[config.mk]
export PLATFORM = sky130hd
export DESIGN_NAME = cic_seq_flat
export DESIGN_NICKNAME = d
export VERILOG_FILES = /design/src/rtl/cic_seq_pkg.sv /design/src/rtl/cic_seq_if.sv /design/src/rtl/cic_seq_counter.sv /design/src/rtl/cic_seq.sv /design/src/flat_wrapper.sv
export SDC_FILE = /design/constraint.sdc
export NUM_CORES = 1
export LEC_CHECK = 0
export CAP_MARGIN = 25
export CORE_AREA = 2 2 54 56
export DETAILED_ROUTE_END_ITERATION = 10
export DIE_AREA = 0 0 56 58
export MAX_ROUTING_LAYER = met4
export SLEW_MARGIN = 25
export SYNTH_ARGS = -nofsm -noshare
export SYNTH_HDL_FRONTEND = slang
export SYNTH_HIERARCHICAL = 1
export SYNTH_SLANG_ARGS = --single-unit
[constraint.sdc]
create_clock -name clk -period 2.44 [get_ports clk]
set_input_delay 0.244 -clock clk [delete_from_list [all_inputs] [get_ports clk]]
set_output_delay 0.244 -clock clk [all_outputs]
set_load 0.02 [all_outputs]
[src/rtl/cic_seq_pkg.sv]
// Shared constants for the CIC sequencer: FSM state encodings, default channel/stage
// counts and the stage-index width helper.
package cic_pkg;

    localparam int CIC_CHANNELS = 8;
    localparam int CIC_STAGES   = 3;

    localparam logic [2:0] S_IDLE     = 3'd0;
    localparam logic [2:0] S_INTEG    = 3'd1;
    localparam logic [2:0] S_COMB     = 3'd2;
    localparam logic [2:0] S_WAIT_OUT = 3'd3;
    localparam logic [2:0] S_DONE     = 3'd4;

    // A single-stage filter still needs a 1-bit stage field in the address.
    function automatic int stage_width(input int n);
        return (n > 1) ? $clog2(n) : 1;
    endfunction

endpackage

[src/rtl/cic_seq_if.sv]
// Control/status bundle between the PDM timing logic, the CIC arithmetic and the
// PCM sink; the sequencer sits on the slave side.
interface cic_seq_if #(
    parameter int CHANNELS = cic_pkg::CIC_CHANNELS,
    parameter int STAGES   = cic_pkg::CIC_STAGES
);
    localparam int CHANNELS_WIDTH = $clog2(CHANNELS);
    localparam int STAGE_WIDTH    = cic_pkg::stage_width(STAGES);
    localparam int ADDR_WIDTH     = CHANNELS_WIDTH + STAGE_WIDTH;

    logic                      read_enable;
    logic                      comb_enable;
    logic                      pcm_ready;
    logic                      clear_overrun;
    logic [CHANNELS_WIDTH-1:0] channel;
    logic [STAGE_WIDTH-1:0]    stage;
    logic [ADDR_WIDTH-1:0]     mem_addr;
    logic                      integ_we;
    logic                      comb_we;
    logic                      pcm_valid;
    logic [CHANNELS_WIDTH-1:0] pcm_channel;
    logic                      cic_finish;
    logic                      busy;
    logic                      overrun;

    modport slave (
        input  read_enable, comb_enable, pcm_ready, clear_overrun,
        output channel, stage, mem_addr, integ_we, comb_we, pcm_valid,
               pcm_channel, cic_finish, busy, overrun
    );

    modport master (
        output read_enable, comb_enable, pcm_ready, clear_overrun,
        input  channel, stage, mem_addr, integ_we, comb_we, pcm_valid,
               pcm_channel, cic_finish, busy, overrun
    );
endinterface

[src/rtl/cic_seq_counter.sv]
// Nested channel/stage index counter: full nested advance, stage-only wrap,
// channel-only advance, and last-index flags for the sequencer FSM.
module cic_seq_counter #(
    parameter int CHANNELS = 8,
    parameter int STAGES   = 3,
    parameter int CW       = 3,
    parameter int SW       = 2
) (
    input  logic          clk,
    input  logic          rst,
    input  logic          clear_i,
    input  logic          adv_i,
    input  logic          stage_adv_i,
    input  logic          chan_adv_i,
    output logic [CW-1:0] channel_o,
    output logic [SW-1:0] stage_o,
    output logic          last_channel_o,
    output logic          last_stage_o
);
    logic [CW-1:0] channel_q, channel_d;
    logic [SW-1:0] stage_q, stage_d;

    assign last_channel_o = (channel_q == CW'(CHANNELS - 1));
    assign last_stage_o   = (stage_q == SW'(STAGES - 1));
    assign channel_o      = channel_q;
    assign stage_o        = stage_q;

    always_comb begin
        channel_d = channel_q;
        stage_d   = stage_q;
        if (clear_i) begin
            channel_d = '0;
            stage_d   = '0;
        end else if (adv_i) begin
            if (last_stage_o) begin
                stage_d   = '0;
                channel_d = last_channel_o ? '0 : channel_q + CW'(1);
            end else begin
                stage_d = stage_q + SW'(1);
            end
        end else if (stage_adv_i) begin
            stage_d = last_stage_o ? '0 : stage_q + SW'(1);
        end else if (chan_adv_i) begin
            channel_d = last_channel_o ? '0 : channel_q + CW'(1);
        end
    end

    always_ff @(posedge clk or posedge rst) begin
        if (rst) begin
            channel_q <= '0;
            stage_q   <= '0;
        end else begin
            channel_q <= channel_d;
            stage_q   <= stage_d;
        end
    end
endmodule

[src/rtl/cic_seq.sv]
// Time-multiplexed CIC sequencer: integrator sweep, optional comb sweep with PCM
// handshake per channel. Optional sticky overrun detection under CIC_SEQ_OVERRUN_EN.
module cic_seq
    import cic_pkg::*;
#(
    parameter int CHANNELS = CIC_CHANNELS,
    parameter int STAGES   = CIC_STAGES
) (
    input logic      clk,
    input logic      resetn,
    cic_seq_if.slave bus
);
    localparam int CW = $clog2(CHANNELS);
    localparam int SW = stage_width(STAGES);

    logic [2:0]    state_q, state_d;
    logic          comb_pending_q, comb_pending_d;
    logic          cnt_clear, cnt_adv, cnt_stage_adv, cnt_chan_adv;
    logic [CW-1:0] cnt_channel;
    logic [SW-1:0] cnt_stage;
    logic          last_channel, last_stage;
    logic          overrun_w;

    cic_seq_counter #(
        .CHANNELS (CHANNELS),
        .STAGES   (STAGES),
        .CW       (CW),
        .SW       (SW)
    ) u_counter (
        .clk            (clk),
        .rst            (resetn),
        .clear_i        (cnt_clear),
        .adv_i          (cnt_adv),
        .stage_adv_i    (cnt_stage_adv),
        .chan_adv_i     (cnt_chan_adv),
        .channel_o      (cnt_channel),
        .stage_o        (cnt_stage),
        .last_channel_o (last_channel),
        .last_stage_o   (last_stage)
    );

    always_ff @(posedge clk or posedge resetn) begin
        if (resetn) begin
            state_q        <= S_IDLE;
            comb_pending_q <= 1'b0;
        end else begin
            state_q        <= state_d;
            comb_pending_q <= comb_pending_d;
        end
    end

    // Next state plus counter control; a comb_enable arriving on the last
    // integrator cycle still counts for this pass.
    always_comb begin
        state_d       = state_q;
        cnt_clear     = 1'b0;
        cnt_adv       = 1'b0;
        cnt_stage_adv = 1'b0;
        cnt_chan_adv  = 1'b0;
        case (state_q)
            S_IDLE: begin
                cnt_clear = 1'b1;
                if (bus.read_enable) state_d = S_INTEG;
            end
            S_INTEG: begin
                if (last_channel && last_stage) begin
                    cnt_clear = 1'b1;
                    state_d   = (comb_pending_q || bus.comb_enable) ? S_COMB : S_DONE;
                end else begin
                    cnt_adv = 1'b1;
                end
            end
            S_COMB: begin
                cnt_stage_adv = 1'b1;
                if (last_stage) state_d = S_WAIT_OUT;
            end
            S_WAIT_OUT: begin
                if (bus.pcm_ready) begin
                    if (last_channel) begin
                        cnt_clear = 1'b1;
                        state_d   = S_DONE;
                    end else begin
                        cnt_chan_adv = 1'b1;
                        state_d      = S_COMB;
                    end
                end
            end
            S_DONE: begin
                cnt_clear = 1'b1;
                state_d   = S_IDLE;
            end
            default: state_d = S_IDLE;
        endcase
    end

    always_comb begin
        comb_pending_d = comb_pending_q;
        if (state_q == S_DONE)
            comb_pending_d = 1'b0;
        else if (bus.comb_enable && (state_q == S_IDLE || state_q == S_INTEG))
            comb_pending_d = 1'b1;
    end

`ifdef CIC_SEQ_OVERRUN_EN
    logic overrun_q, overrun_d, overrun_event;

    always_comb begin
        overrun_event = (bus.read_enable && state_q != S_IDLE) ||
                        (bus.comb_enable && (state_q == S_COMB ||
                                             state_q == S_WAIT_OUT ||
                                             state_q == S_DONE));
        overrun_d = overrun_q;
        if (bus.clear_overrun) overrun_d = 1'b0;
        if (overrun_event)     overrun_d = 1'b1;
    end

    always_ff @(posedge clk or posedge resetn) begin
        if (resetn) overrun_q <= 1'b0;
        else        overrun_q <= overrun_d;
    end

    assign overrun_w = overrun_q;
`else
    logic unused_clear_overrun;
    assign unused_clear_overrun = bus.clear_overrun;
    assign overrun_w = 1'b0;
`endif

    always_comb begin
        bus.channel     = cnt_channel;
        bus.stage       = cnt_stage;
        bus.mem_addr    = {cnt_channel, cnt_stage};
        bus.integ_we    = (state_q == S_INTEG);
        bus.comb_we     = (state_q == S_COMB);
        bus.pcm_valid   = (state_q == S_WAIT_OUT);
        bus.pcm_channel = (state_q == S_WAIT_OUT) ? cnt_channel : '0;
        bus.cic_finish  = (state_q == S_DONE);
        bus.busy        = (state_q != S_IDLE);
        bus.overrun     = overrun_w;
    end
endmodule

[src/flat_wrapper.sv]
// flat-port wrapper written by rule: the top's interface ports become plain ports
module cic_seq_flat import cic_pkg::*;
#(
    parameter int CHANNELS = CIC_CHANNELS,
    parameter int STAGES   = CIC_STAGES
)
  (clk, resetn, bus_read_enable, bus_comb_enable, bus_pcm_ready, bus_clear_overrun, bus_channel, bus_stage, bus_mem_addr, bus_integ_we, bus_comb_we, bus_pcm_valid, bus_pcm_channel, bus_cic_finish, bus_busy, bus_overrun);
  cic_seq_if #(.CHANNELS(CHANNELS), .STAGES(STAGES)) bus_i ();
  input logic clk;
  input logic resetn;
  input wire logic [$bits(bus_i.read_enable)-1:0] bus_read_enable;
  input wire logic [$bits(bus_i.comb_enable)-1:0] bus_comb_enable;
  input wire logic [$bits(bus_i.pcm_ready)-1:0] bus_pcm_ready;
  input wire logic [$bits(bus_i.clear_overrun)-1:0] bus_clear_overrun;
  output wire logic [$bits(bus_i.channel)-1:0] bus_channel;
  output wire logic [$bits(bus_i.stage)-1:0] bus_stage;
  output wire logic [$bits(bus_i.mem_addr)-1:0] bus_mem_addr;
  output wire logic [$bits(bus_i.integ_we)-1:0] bus_integ_we;
  output wire logic [$bits(bus_i.comb_we)-1:0] bus_comb_we;
  output wire logic [$bits(bus_i.pcm_valid)-1:0] bus_pcm_valid;
  output wire logic [$bits(bus_i.pcm_channel)-1:0] bus_pcm_channel;
  output wire logic [$bits(bus_i.cic_finish)-1:0] bus_cic_finish;
  output wire logic [$bits(bus_i.busy)-1:0] bus_busy;
  output wire logic [$bits(bus_i.overrun)-1:0] bus_overrun;
  assign bus_i.read_enable = bus_read_enable;
  assign bus_i.comb_enable = bus_comb_enable;
  assign bus_i.pcm_ready = bus_pcm_ready;
  assign bus_i.clear_overrun = bus_clear_overrun;
  assign bus_channel = bus_i.channel;
  assign bus_stage = bus_i.stage;
  assign bus_mem_addr = bus_i.mem_addr;
  assign bus_integ_we = bus_i.integ_we;
  assign bus_comb_we = bus_i.comb_we;
  assign bus_pcm_valid = bus_i.pcm_valid;
  assign bus_pcm_channel = bus_i.pcm_channel;
  assign bus_cic_finish = bus_i.cic_finish;
  assign bus_busy = bus_i.busy;
  assign bus_overrun = bus_i.overrun;
  cic_seq #(.CHANNELS(CHANNELS), .STAGES(STAGES)) u_core (.clk(clk), .resetn(resetn), .bus(bus_i));
endmodule
# Word level (Yosys, flattened, before mapping)
# Index checks and enable logic that the tools add are counted.
# op_classes
add_sub_neg	2
eq_ne	12
muxes	30
n_reduce_logical	12
# op_table
op	count
3-bit two-way mux	13
3-bit case mux with 4 select lines	1
1-bit two-way mux	11
3-bit nonzero test	3
2-bit two-way mux	4
3-bit by 2-bit equality test with 1-bit output, second input constant	2
3-bit equality test, second input constant	2
2-bit by 1-bit != test with 1-bit output, second input constant	2
2-bit != test, second input constant	2
4-bit AND reduction	1
3-bit by 1-bit adder with 3-bit output, second input constant	1
3-bit by 1-bit equality test with 1-bit output, second input constant	1
3-bit logical NOT	1
3-bit by 1-bit != test with 1-bit output, second input constant	1
3-bit by 2-bit != test with 1-bit output, second input constant	1
1-bit case mux with 3 select lines	1
3-bit AND reduction	1
2-bit by 1-bit adder with 2-bit output, second input constant	1
2-bit equality test, second input constant	1
1-bit logical AND	2
1-bit logical OR	2
2-bit nonzero test	1
2-bit OR reduction	1
# word_totals
ff_bits	9
inputBits	6

# Logic depth before layout (Yosys ltp)
# depth
word_depth	8
depth_mapped	7
depth_no_buf	7

# By module
# Netlist, hierarchy kept.
# modules_own_cells
mod	instances	cells_each	area_per_inst_um2
cic_seq	1	50	389.1
cic_seq_counter	1	28	286.5

# Worst setup path before layout
# OpenSTA, ideal clock, no wires.
# synth_timing
path_kind	reg2reg
start	register u_core.u_counter.channel_q[0] (netlist: u_core/u_counter/channel_o[0])
end	register u_core.u_counter.stage_q[1] (netlist: u_core/u_counter/stage_o[1])
arrival_time_ns	1.944
slack_ns	0.418
stages_incl_launch_ff	7
n_path_buf	0
cell_sequence	dfrtp_1 > ha_1 > ha_1 > a211oi_1 > nor2_1 > or3b_2 > a21oi_1
# synth_via
elab_chain_len	6
word_cells_on_any_way	11
# synth_lines
element	line	rtl
from (decl)	cic_seq_counter.sv:20	logic [CW-1:0] channel_q, channel_d;
from (signal assigned)	cic_seq_counter.sv:53	channel_q <= channel_d;
3-bit equality test *	cic_seq_counter.sv:23	assign last_channel_o = (channel_q == CW'(CHANNELS - 1));
via u_core.last_channel	cic_seq.sv:21	logic last_channel, last_stage;
1-bit logical AND *	cic_seq.sv:66	if (last_channel && last_stage) begin
1-bit two-way mux *	cic_seq.sv:66	
1-bit two-way mux *	cic_seq.sv:60	case (state_q)
via u_core.cnt_adv	cic_seq.sv:18	logic cnt_clear, cnt_adv, cnt_stage_adv, cnt_chan_adv;
2-bit two-way mux	cic_seq_counter.sv:34	end else if (adv_i) begin
2-bit two-way mux	cic_seq_counter.sv:31	if (clear_i) begin
to (signal assigned)	cic_seq_counter.sv:54	stage_q <= stage_d;
to (decl)	cic_seq_counter.sv:21	logic [SW-1:0] stage_q, stage_d;
# Mark *: on every way through the listed nets, which the timed path passes. The rest lies on a longest branch.
# A chain may end at the register's enable or synchronous reset.

# Worst setup path in the final report
# layout_timing
start	register u_core.state_q[2]
end	output port bus_pcm_channel[1]
# layout_via
elab_chain_len	2
# layout_lines
element	line	rtl
from (decl)	cic_seq.sv:16	logic [2:0] state_q, state_d;
from (signal assigned)	cic_seq.sv:47	state_q <= state_d;
3-bit by 2-bit equality test with 1-bit output	cic_seq.sv:136	bus.pcm_channel = (state_q == S_WAIT_OUT) ? cnt_channel : '0;
3-bit two-way mux	cic_seq.sv:136	
to (decl)	flat_wrapper.sv:21	output wire logic [$bits(bus_i.pcm_channel)-1:0] bus_pcm_channel;
# Every way passes these cells.

==> impl_metrics.json <==
{
  "status": "finished, final reports clean",
  "io_buffers": 22,
  "min_path_type": "in -> async",
  "insertion_delay_ns": 0.27,
  "arrival_ns": 1.98,
  "dr.first_iter.drc_count": 3,
  "track_usage_pct": 11.1,
  "cp.required_ns": 2.20,
  "vias": 604,
  "cts_tree": "done",
  "avgViaCountPerCell": 4.68,
  "start_util_pct": 25.4,
  "fin_crit_sh_pct": 91.0,
  "crit_type": "reg -> out",
  "max_stage_delay_ns": 0.60,
  "grt_pass1_vias": 591,
  "clockRootBuffer": "clkbuf_4",
  "gp_congestion": 0.740,
  "cts_setup_buffers": 0,
  "ys_async_sr_fraction_pct": 100,
  "ctsLongestPathBuffers": 2,
  "cts-resized-gates": 0,
  "fmax_mhz": 451,
  "critPathCaptureType": "output pin",
  "path_clk_slew_ns": 0.07,
  "coreArea_um2": 2660,
  "synth_nets": 86,
  "ant_nets": 0,
  "reg2regPathDepth": 6,
  "finalSetupTns_ns": 0,
  "ys_seq_area_share_pct": 33.3,
  "synth_seq_cells": 9,
  "grt_pass1_wl_mm": 2.73,
  "drive_gt1_share_pct": 14.3,
  "nets": 107,
  "grt_overflow": 0,
  "cts.sinks": 9,
  "h-tree-depth": 1,
  "reg2reg_to": "u_core/u_counter/stage_o[1]",
  "grt_start_max_net_pins": 13,
  "syn_to_final_growth_pct": 37.4,
  "die_h_um": 58,
  "drt_wl_total_mm": 1.53,
  "pin_count": 25,
  "die_area_um2": 3250,
  "cts_buffers": 3,
  "cts_hold_buf": 0,
  "synth.distinct_cells": 33,
  "fin_skew_ns": 0.00359,
  "path_cells": "nand2b_1 > nor2_2 > and2_1 > clkdlybuf4s50_1",
  "rsz0062_at_grt": "no",
  "yosys_warnings": 6,
  "netlist.area_leader.share_pct": 33.3,
  "r2r_slack_ns": 0.38,
  "p_leak_nw": 0.400,
  "placed_area_um2": 898,
  "maxCapViolCount": 0,
  "first_pass_iters": 4,
  "finalPower_mw": 1.07,
  "powerDensity_nw_per_um2": 1150,
  "maxSlewViolCount": 0,
  "die_x_um": 56,
  "cp_max_fo": 9,
  "finalHoldViolCount": 0,
  "finalSetupViolations": 0,
  "synth_area_leaders": "dfrtp_1, buf_4, a21oi_1",
  "startpoint_type": "flop",
  "synth-edff-count": 0,
  "slowest_stage": "clkdlybuf4s50_1",
  "wl_per_cell_um": 11.9,
  "synth_area_um2": 676,
  "ir_worst_vdd_mv": 0.543,
  "synthFlopType": "dfrtp_1",
  "grt_antenna_before_repair": 0,
  "period_needed_ns": 2.22,
  "avgSynthCellArea_um2": 8.66,
  "final_common_cell": "clkdlybuf4s50_1",
  "dp_hpwl_mm": 1.17,
  "rows": 19,
  "whs_ns": 0.190,
  "syn_inst": 78,
  "diodes": 0,
  "reg2reg_from": "u_core/u_counter/channel_o[0]",
  "finalInstanceArea_um2": 928,
  "drc": 0,
  "synth.largest_area_cell": "dfrtp_1",
  "most-common-layout-cells": "clkdlybuf4s50_1, dfrtp_1, a21oi_1, nor2_1, inv_1"
}
==> critical path: cells and delay by family (launching register included) <==
kind,cells,cell delay (ns)
buf+inv,1,0.60
flops,1,0.48
simple gates,3,0.62
==> state kept, by name (all words and copies together) (netlist names) <==
signal                      cells
u_core/state_q                  3
u_core/u_counter/channel_o      3
u_core/u_counter/stage_o        2
u_core/comb_pending_q           1
==> synthesized netlist by cell type, drive strengths merged, types with 2 or more instances <==
master / n
nor3b: 3
nand2b: 4
o21ai: 5
inv: 5
ha: 2
nor2: 6
dfrtp: 9
a21oi: 5
and3: 2
mux2i: 2
buf: 8
nand2: 4
nor3: 2
or3: 2
and2: 3
or4b: 2
==> worst max-delay path by stage <==
stage	slack, ns	start	end	cells after the start
floorplan	0.42	u_core/u_counter/channel_o[0]	u_core/u_counter/stage_o[1]	6
global placement	0.37	u_core/u_counter/channel_o[0]	u_core/u_counter/stage_o[1]	6
detailed placement	0.37	u_core/u_counter/channel_o[0]	u_core/u_counter/stage_o[1]	6
CTS	0.10	u_core/state_q[2]	bus_pcm_channel[1]	4
global route	0.08	u_core/state_q[2]	bus_pcm_channel[1]	4
finish	0.22	u_core/state_q[2]	bus_pcm_channel[1]	4
==> per-stage QoR <==
step,utilization (%),std cells,setup WS [ns]
detailed placement,33.7,125,0.374
CTS,34.8,129,0.100
global placement,33.7,125,0.374
global route,34.9,129,0.0779
finish,34.9,129,0.220
floorplan,-,78,0.418
==> per-layer routing <==
| layer | vias to the layer above | wire, µm | global-route usage, % |
|---|---|---|---|
| li1 | 304 | - | - |
| met1 | 284 | 703 | 13.7 |
| met2 | 12 | 740 | 16.8 |
| met3 | 4 | 62 | 2.68 |
| met4 | 0 | 25 | 6.12 |
| met5 | - | 0 | - |
==> final cells by class <==
| class | count | area (µm²) |
|---|---|---|
| sequential | 9 | 225 |
| tap | 31 | 38.8 |
| clock buffer | 3 | 22.5 |
| timing repair buffer | 25 | 243 |
| clock inverter | 1 | 5.00 |
| multi-input combinational | 55 | 375 |
| inverter | 5 | 18.8 |
| fill | 281 | 1730 |
==> power by group <==
part	total [mW]	internal, mW	leakage [nW]	switching [mW]
Clock	0.119	0.0607	0.0177	0.0582
Combinational	0.699	0.337	0.276	0.362
Sequential	0.250	0.198	0.106	0.0523
==> kinds of logic after synthesis <==
family	Yosys count	share of synthesized area, %
fa+ha+maj	2	3.70
compound gates	16	16.3
mux	3	4.63
simple gates	33	30.0
flops	9	33.3
buf+inv	14	11.5
other cells	1	0.555
No activity file was read; power rests on OpenSTA's default activity.
